File: src/rtl/lsu_ctrl_if.sv
// Bundle of the lsu_ctrl request, response and data-memory signals.
// Handshakes: a transfer happens on a rising Clk edge where valid and ready
// are both 1; valid, once raised, holds its payload stable until that edge.
// The slave modport is the controller's view; master is the view of its
// surroundings (execute stage, response consumer and data memory).
interface lsu_ctrl_if #(
  parameter int ADDR_W = 32
);
  // request from the execute stage
  logic              req_valid;
  logic              req_ready;
  logic              req_wr;
  logic [1:0]        req_size;
  logic              req_signed;
  logic [ADDR_W-1:0] req_addr;
  logic [31:0]       req_wdata;
  // response to the consumer
  logic              rsp_valid;
  logic              rsp_ready;
  logic [31:0]       rsp_rdata;
  logic              rsp_err;
  // data memory port
  logic [ADDR_W-1:0] Ad;
  logic [31:0]       WrData;
  logic [2:0]        MemWr;
  logic [1:0]        DMcut_sel;
  logic [31:0]       DM;
  // controller state, for observation only
  logic [1:0]        state_dbg;

  modport slave (
    input  req_valid, req_wr, req_size, req_signed, req_addr, req_wdata,
    output req_ready,
    output rsp_valid, rsp_rdata, rsp_err,
    input  rsp_ready,
    output Ad, WrData, MemWr, DMcut_sel,
    input  DM,
    output state_dbg
  );

  modport master (
    output req_valid, req_wr, req_size, req_signed, req_addr, req_wdata,
    input  req_ready,
    input  rsp_valid, rsp_rdata, rsp_err,
    output rsp_ready,
    input  Ad, WrData, MemWr, DMcut_sel,
    output DM,
    input  state_dbg
  );
endinterface

File: src/rtl/lsu_ctrl.sv
// Load/store controller in front of a data memory with a one-cycle
// registered read. One request in flight at a time; loads go
// IDLE->ISSUE->CAPT->RESP, stores IDLE->ISSUE->RESP, rejected requests
// IDLE->RESP. Memory-side and response outputs are all registered.
module lsu_ctrl #(
  parameter int MEM_DEPTH = 64,
  parameter int ADDR_W    = 32
) (
  input logic       Clk,
  input logic       Reset,
  lsu_ctrl_if.slave bus
);

  typedef enum logic [1:0] {
    IDLE  = 2'd0,
    ISSUE = 2'd1,
    CAPT  = 2'd2,
    RESP  = 2'd3
  } state_t;

  state_t state, next_state;

  // request attributes still needed after the accept cycle
  logic wr_q;
  logic signed_q;

  logic        req_err;
  logic [2:0]  wr_cmd;
  logic [31:0] load_data;

  assign bus.req_ready = (state == IDLE);
  assign bus.state_dbg = state;

  // Classify the incoming request: bad size, misalignment or out of range.
  always_comb begin
    req_err = 1'b0;
    case (bus.req_size)
      2'd0:    if (bus.req_addr[1:0] != 2'd0) req_err = 1'b1;
      2'd2:    if (bus.req_addr[0]) req_err = 1'b1;
      2'd3:    req_err = 1'b1;
      default: req_err = 1'b0;
    endcase
    if (bus.req_addr >= ADDR_W'(MEM_DEPTH)) req_err = 1'b1;
  end

  // Translate the request size into the memory write command code.
  always_comb begin
    wr_cmd = 3'd0;
    case (bus.req_size)
      2'd0:    wr_cmd = 3'd1;
      2'd1:    wr_cmd = 3'd2;
      2'd2:    wr_cmd = 3'd4;
      default: wr_cmd = 3'd0;
    endcase
  end

  // The memory already zero-extends sub-word reads; only sign-fill here.
  always_comb begin
    load_data = bus.DM;
    if (signed_q) begin
      if (bus.DMcut_sel == 2'd1)      load_data = {{24{bus.DM[7]}}, bus.DM[7:0]};
      else if (bus.DMcut_sel == 2'd2) load_data = {{16{bus.DM[15]}}, bus.DM[15:0]};
    end
  end

  // State register.
  always_ff @(posedge Clk or posedge Reset) begin
    if (Reset) state <= IDLE;
    else       state <= next_state;
  end

  // Next-state decode.
  always_comb begin
    next_state = state;
    case (state)
      IDLE:    if (bus.req_valid) next_state = req_err ? RESP : ISSUE;
      ISSUE:   next_state = wr_q ? RESP : CAPT;
      CAPT:    next_state = RESP;
      RESP:    if (bus.rsp_ready) next_state = IDLE;
      default: next_state = IDLE;
    endcase
  end

  // Registered memory command, response payload and latched request bits.
  always_ff @(posedge Clk or posedge Reset) begin
    if (Reset) begin
      wr_q          <= 1'b0;
      signed_q      <= 1'b0;
      bus.Ad        <= '0;
      bus.WrData    <= '0;
      bus.MemWr     <= 3'd0;
      bus.DMcut_sel <= 2'd0;
      bus.rsp_valid <= 1'b0;
      bus.rsp_rdata <= '0;
      bus.rsp_err   <= 1'b0;
    end else begin
      // a write command lives for exactly one cycle (the ISSUE cycle)
      bus.MemWr <= 3'd0;
      case (state)
        IDLE: begin
          if (bus.req_valid) begin
            wr_q     <= bus.req_wr;
            signed_q <= bus.req_signed;
            if (req_err) begin
              bus.rsp_valid <= 1'b1;
              bus.rsp_err   <= 1'b1;
              bus.rsp_rdata <= '0;
            end else begin
              bus.Ad        <= bus.req_addr;
              bus.DMcut_sel <= bus.req_size;
              bus.WrData    <= bus.req_wdata;
              if (bus.req_wr) bus.MemWr <= wr_cmd;
            end
          end
        end
        ISSUE: begin
          if (wr_q) begin
            bus.rsp_valid <= 1'b1;
            bus.rsp_err   <= 1'b0;
            bus.rsp_rdata <= '0;
          end
        end
        CAPT: begin
          bus.rsp_valid <= 1'b1;
          bus.rsp_err   <= 1'b0;
          bus.rsp_rdata <= load_data;
        end
        RESP: begin
          if (bus.rsp_ready) begin
            bus.rsp_valid <= 1'b0;
            bus.rsp_err   <= 1'b0;
            bus.rsp_rdata <= '0;
          end
        end
        default: ;
      endcase
    end
  end

endmodule
File: src/flat_wrapper.sv
// flat-port wrapper written by rule: the top's interface ports become plain ports
module lsu_ctrl_flat 
#(
  parameter int MEM_DEPTH = 64,
  parameter int ADDR_W    = 32
)
  (Clk, Reset, bus_req_valid, bus_req_wr, bus_req_size, bus_req_signed, bus_req_addr, bus_req_wdata, bus_req_ready, bus_rsp_valid, bus_rsp_rdata, bus_rsp_err, bus_rsp_ready, bus_Ad, bus_WrData, bus_MemWr, bus_DMcut_sel, bus_DM, bus_state_dbg);
  lsu_ctrl_if #(.ADDR_W(ADDR_W)) bus_i ();
  input logic Clk;
  input logic Reset;
  input wire logic [$bits(bus_i.req_valid)-1:0] bus_req_valid;
  input wire logic [$bits(bus_i.req_wr)-1:0] bus_req_wr;
  input wire logic [$bits(bus_i.req_size)-1:0] bus_req_size;
  input wire logic [$bits(bus_i.req_signed)-1:0] bus_req_signed;
  input wire logic [$bits(bus_i.req_addr)-1:0] bus_req_addr;
  input wire logic [$bits(bus_i.req_wdata)-1:0] bus_req_wdata;
  output wire logic [$bits(bus_i.req_ready)-1:0] bus_req_ready;
  output wire logic [$bits(bus_i.rsp_valid)-1:0] bus_rsp_valid;
  output wire logic [$bits(bus_i.rsp_rdata)-1:0] bus_rsp_rdata;
  output wire logic [$bits(bus_i.rsp_err)-1:0] bus_rsp_err;
  input wire logic [$bits(bus_i.rsp_ready)-1:0] bus_rsp_ready;
  output wire logic [$bits(bus_i.Ad)-1:0] bus_Ad;
  output wire logic [$bits(bus_i.WrData)-1:0] bus_WrData;
  output wire logic [$bits(bus_i.MemWr)-1:0] bus_MemWr;
  output wire logic [$bits(bus_i.DMcut_sel)-1:0] bus_DMcut_sel;
  input wire logic [$bits(bus_i.DM)-1:0] bus_DM;
  output wire logic [$bits(bus_i.state_dbg)-1:0] bus_state_dbg;
  assign bus_i.req_valid = bus_req_valid;
  assign bus_i.req_wr = bus_req_wr;
  assign bus_i.req_size = bus_req_size;
  assign bus_i.req_signed = bus_req_signed;
  assign bus_i.req_addr = bus_req_addr;
  assign bus_i.req_wdata = bus_req_wdata;
  assign bus_req_ready = bus_i.req_ready;
  assign bus_rsp_valid = bus_i.rsp_valid;
  assign bus_rsp_rdata = bus_i.rsp_rdata;
  assign bus_rsp_err = bus_i.rsp_err;
  assign bus_i.rsp_ready = bus_rsp_ready;
  assign bus_Ad = bus_i.Ad;
  assign bus_WrData = bus_i.WrData;
  assign bus_MemWr = bus_i.MemWr;
  assign bus_DMcut_sel = bus_i.DMcut_sel;
  assign bus_i.DM = bus_DM;
  assign bus_state_dbg = bus_i.state_dbg;
  lsu_ctrl #(.MEM_DEPTH(MEM_DEPTH), .ADDR_W(ADDR_W)) u_core (.Clk(Clk), .Reset(Reset), .bus(bus_i));
endmodule
File: config.mk
export PLATFORM = sky130hd
export DESIGN_NAME = lsu_ctrl_flat
export DESIGN_NICKNAME = d
export VERILOG_FILES = /design/src/rtl/lsu_ctrl_if.sv /design/src/rtl/lsu_ctrl.sv /design/src/flat_wrapper.sv
export SDC_FILE = /design/constraint.sdc
export NUM_CORES = 1
export LEC_CHECK = 0
export ABC_AREA = 1
export BUFFER_PORTS_ARGS = -buffer_cell sky130_fd_sc_hd__buf_4
export CAP_MARGIN = 10
export CORE_MARGIN = 2
export CORE_UTILIZATION = 40
export CTS_CLUSTER_DIAMETER = 120
export DETAILED_ROUTE_END_ITERATION = 8
export HOLD_SLACK_MARGIN = 0.06
export PLACE_DENSITY = 0.71
export RECOVER_POWER = 50
export SLEW_MARGIN = 40
export SYNTH_ARGS = -nofsm -noshare
export SYNTH_HDL_FRONTEND = slang
export SYNTH_SLANG_ARGS = --single-unit
export TNS_END_PERCENT = 50
File: constraint.sdc
create_clock -name Clk -period 5.09 [get_ports Clk]
set_input_delay 1.018 -clock Clk [delete_from_list [all_inputs] [get_ports Clk]]
set_output_delay 1.018 -clock Clk [all_outputs]
set_load 0.03 [all_outputs]
---- Yosys cells after proc, flatten, opt, wreduce, memory -nomap -nowiden ----
Cells that the tools add are included.
W data, S select, Z words.
storage, ports and cells
  flip-flop bits (word level) ............. 107
  word-level logic and storage cells ...... 60
operators by class
  $lt $le $gt $ge ......................... 1
  equal/unequal tests ..................... 12
  muxes and demuxes ....................... 29
  bitwise gates (word level) .............. 1
  reductions and logical operators ........ 7
operator list
  kind                   number
  $mux W32               7
  $pmux W32 S4           1
  $ge A32 B7 Y1 const B  1
  $mux W3                4
  $eq A2 B2 Y1 const B   5
  $mux W1                9
  $pmux W3 S3            1
  $pmux W1 S4            2
  $pmux W2 S4            1
  $eq A2 B1 Y1 const B   3
  $mux W2                3
  $logic_not A2 Y1       2
  $ne A2 B1 Y1 const B   2
  $ne A2 B2 Y1 const B   2
  $reduce_and A2 Y1      2
  $reduce_and A4 Y1      1
  $pmux W1 S3            1
  $reduce_and A3 Y1      1
  $reduce_bool A2 Y1     1
  $not A1 Y1             1

---- Depth between registers and ports, before layout ----
  depth in word-level cells ............... 7
  mapped depth ............................ 11
  mapped depth without buffers ............ 10

---- Worst setup path before layout ----
No wires, ideal clock.
  path type ............................... register to register
  start point ............................. reg u_core.state[0], in the netlist u_core.bus.state_dbg[0]
  end point ............................... reg u_core.bus.Ad[10]
  library setup time ...................... 0.114 ns
  arrival time ............................ 2.014 ns
  required time ........................... 4.976 ns
  setup slack ............................. 2.961 ns
  stages on the path, launching flop included .. 11
  buffers on the path ..................... 1
  period minus slack after synthesis ...... 2.129 ns
  cell sequence ........................... dfrtp_1 > inv_1 > ha_1 > inv_2 > nor3_2 > nand3_1 > nor2_4 > nand3_2 > buf_6 > nand2_1 > inv_1
between the ends
  word-level cells in the longest chain between the ends .. 2
RTL lines
  what                         line                text
  from (decl)                  lsu_ctrl.sv:21      state_t state, next_state;
  from (signal assigned)       lsu_ctrl.sv:69      else state <= next_state;
  $logic_not A2 Y1             -
  named net bus_req_ready      flat_wrapper.sv:17  output wire logic [$bits(bus_i.req_ready)-1:0] bus_req_ready;
  $reduce_and A3 Y1 (no line)  -
  to (signal assigned)         lsu_ctrl.sv:109     bus.Ad <= bus.req_addr;
  to (decl)                    lsu_ctrl_if.sv:36   output Ad, WrData, MemWr, DMcut_sel,
The timed path passes the listed nets, and every way through them passes these cells.
A chain may end at the register's enable or synchronous reset.

==> out/metrics.yaml <==
route:
  routedLengthMet1_mm: 6.12
  post_drt_via_cell_ratio: 4.82
  met2WireLength_mm: 6.42
  wl_per_cell_microns: 14.3
  route.met3.wl_mm: 1.23
  first_pass_iters: 4
  drt_first_iter_violations: 358
  drc: 0
  num_vias: 4710
  drt.antenna.violating_nets: 0
  totalWireLength_mm: 14.0
  top_layer: "met4"
floorplan:
  die_area_sq_um: 13400
  ios: 210
  die_height_microns: 116
  die-width_microns: 116
  rows: 40
  start_util_pct: 41.3
  floorplan.core_area_sq_um: 12100
worst_setup_path:
  r2r_start: "u_core.bus.state_dbg[0]$_DFFE_PP0P_"
  path_cells: "clkbuf_1 -> inv_6 -> clkbuf_1"
  worst_r2r_endpoint: "u_core.bus.WrData[31]$_DFFE_PP0P_"
  crit_path_kind: "input port to async pin"
  regToRegSetupSlack_ns: 2.62
  critical_path.startpoint: "Reset"
  cp_data_required_time_ns: 5.22
  worst_ep_arrival_time_ns: 3.00
  setup_crit_start_kind: "input port"
  critical-path-max-stage-delay_ns: 1.30
  setup.worst_path.end_class: "async pin"
  r2r_cells: 11
  critical_path.max_fanout: 76
  crit_path_top_delay_cell: "clkbuf_1"
  crit_top_cell: "clkbuf_1"
synth:
  avgSynthCellArea_sq_um: 8.11
  synthesis.yosys.warnings: 0
  yosys_register_bits: 107
  post_synth_num_cell_types: 25
  yosys_most_used_dff: "dfrtp_1"
  synth_cells: 614
  synth_nets: 722
  synth_top_family_by_area: "simple AND/OR/NAND/NOR gates"
  top_post_synthesis_cells_by_count: "nand2_1, dfrtp_1, inv_1"
  synthXorXnorAreaFrac_pct: 0
  netlist.top_cell.by_area: "dfrtp_1"
  seq_area_frac_synth_pct: 53.8
  yosys-mux-area-fraction_pct: 0
  post_synth_and_or_nand_nor_area_fraction_pct: 34.9
  yosys.area.top_type_share_pct: 53.8
  ys_top_cells_by_area: "dfrtp_1, nand2_1, nand4_1"
  synth-edff-count: 0
  post_synth_instance_area_sq_um: 4980
  share_of_async_settable_or_async_resettable_flops_after_synthesis_pct: 100
  yosys.cell_count.top_type: "nand2_1"
  synth_compound_area_share_pct: 2.64
  synth-adder-area-share_pct: 1.01
sta:
  normalized_max_slew_margin_pct: -14.9
  final_setup_violation_count: 0
  fmax_ghz: 0.349
  timing_max_transition_violations_final: 33
  layout_min_cycle_time_ns: 2.87
  fin_setup_tns_ns: 0
  clock-skew-final_ns: 0.00503
  unrepaired_setup_endpoints_after_global_routing: "false"
  worstMarginPinSlew_ns: 1.72
  finalHoldViolations: 0
  min_period_over_period_pct: 56.3
outcome:
  status: "finished, violations left"
  violations: "max-capacitance violations, max-slew violations"
min_path:
  min_delay_path_depth: 2
  hp-class: "register to register"
  min-delay-start: "u_core.bus.Ad[30]$_DFFE_PP0P_"
  timing.hold.worst_endpoint: "u_core.bus.Ad[30]$_DFFE_PP0P_"
pwr:
  static-leakage-power_nw: 3.89
  pwr_dens_nw_per_um2: 409
  vdd_ir_drop_max_mv: 0.169
  power.total_mw: 2.74
run:
  max_cap_violations: 1
clocking:
  postCtsResizedCells: 0
  post-cts-setup-buffers: 0
  clk_latency_ns: 0.34
  cts_inserted_buffers: 9
  cts.reportedPaths.clkPinSlew_ns: 0.07
  cts_root_buf: "clkbuf_16"
  tritoncts_num_sinks: 107
  h-tree-depth: 3
  cts_tree: "built"
  cts.hold.buffers_added: 0
  cts_max_path_buffers: 2
placed_design:
  placement.io_buffers: 209
  numPlacedInstances: 962
  dp_hpwl_mm: 9.91
  finalWeightedCongestion: 0.861
finish:
  fin_cells: 977
  drive_gt1_share_pct: 25.1
  finalNetCount: 913
  ant_diodes: 0
  area_growth_pct: 34.5
global_routing:
  grt_first_pass_wirelength_mm: 22.3
  globalRouteOverflowTotal: 0
  via_count_of_the_first_global_routing_pass: 4638
  grt_use_total_pct: 21.0
  grt_antenna_before_repair: 0
  grt_max_degree: 77
[placed cells by master (no fill, tap or decap), types with 2 or more instances in the layout]
cell / n
a21oi_1: 12
buf_4: 162
clkbuf_1: 54
clkbuf_16: 9
dfrtp_1: 107
ha_1: 4
inv_1: 46
inv_2: 2
inv_6: 2
nand2_1: 246
nand2_4: 2
nand3_1: 31
nand3b_1: 8
nand4_1: 42
nor2_1: 43
nor2_2: 3
o21ai_0: 10
o22ai_1: 2
or2_2: 16
[per-layer routing]
layer / track usage [%] / vias up
met4: 7.71 / 0
met1: 28.2 / 2187
met3: 5.07 / 19
met5: 0 / -
met2: 33.3 / 195
li1: - / 2309
[how the worst max path moves through the flow]
| stage | endpoint |
|---|---|
| global route | u_core.bus.WrData[5]$_DFFE_PP0P_ |
| global placement | u_core.bus.rsp_rdata[20]$_DFFE_PP0P_ |
| floorplan | u_core.bus.Ad[0]$_DFFE_PP0P_ |
| detailed placement | u_core.bus.rsp_rdata[22]$_DFFE_PP0P_ |
| finish | u_core.bus.WrData[5]$_DFFE_PP0P_ |
| CTS | u_core.bus.WrData[27]$_DFFE_PP0P_ |
[kinds of logic after synthesis]
family / Yosys count
fa+ha+maj: 4
buf+inv: 83
compound gates: 25
simple gates: 395
flops: 107
[per-stage QoR]
stage                     cell area [sq um]  utilization, %  worst slack (ns)  hold slack (ns)
after global placement                 6600            54.7              2.29            0.452
after detailed placement               6610            54.8              2.24            0.457
after floorplan                        4980               -              1.25            0.510
final                                  6690            55.5              2.22            0.468
after CTS                              6890            57.1              2.60            0.475
after global routing                   6690            55.5              1.75            0.491
[layout make-up]
type | count | area [sq um]
Fill cell | 1146 | 5370
Clock inverter | 4 | 51.3
Multi-Input combinational cell | 424 | 1920
Sequential cell | 107 | 2680
Inverter | 49 | 189
Timing Repair Buffer | 214 | 1410
Clock buffer | 11 | 233
Tap cell | 168 | 210
[worst max-delay path: cells and delay by family]
family	cells	cell delay [ns]
buffers and inverters	3	1.90
[registers in the layout (all words and copies together), names as in the netlist]
register and flops:
u_core.bus.rsp_err 1, u_core.wr_q 1, u_core.bus.rsp_rdata 32, u_core.signed_q 1
u_core.bus.MemWr 3, u_core.bus.Ad 32, u_core.bus.WrData 32, u_core.bus.DMcut_sel 2
u_core.bus.state_dbg 2, u_core.bus.rsp_valid 1
[power by group]
group	total, mW	internal, mW	switching, mW
Sequential	1.06	0.970	0.0877
Combinational	0.996	0.316	0.680
Clock	0.685	0.380	0.304
Total	2.74	1.67	1.07
(Power assumes the default switching activity.)
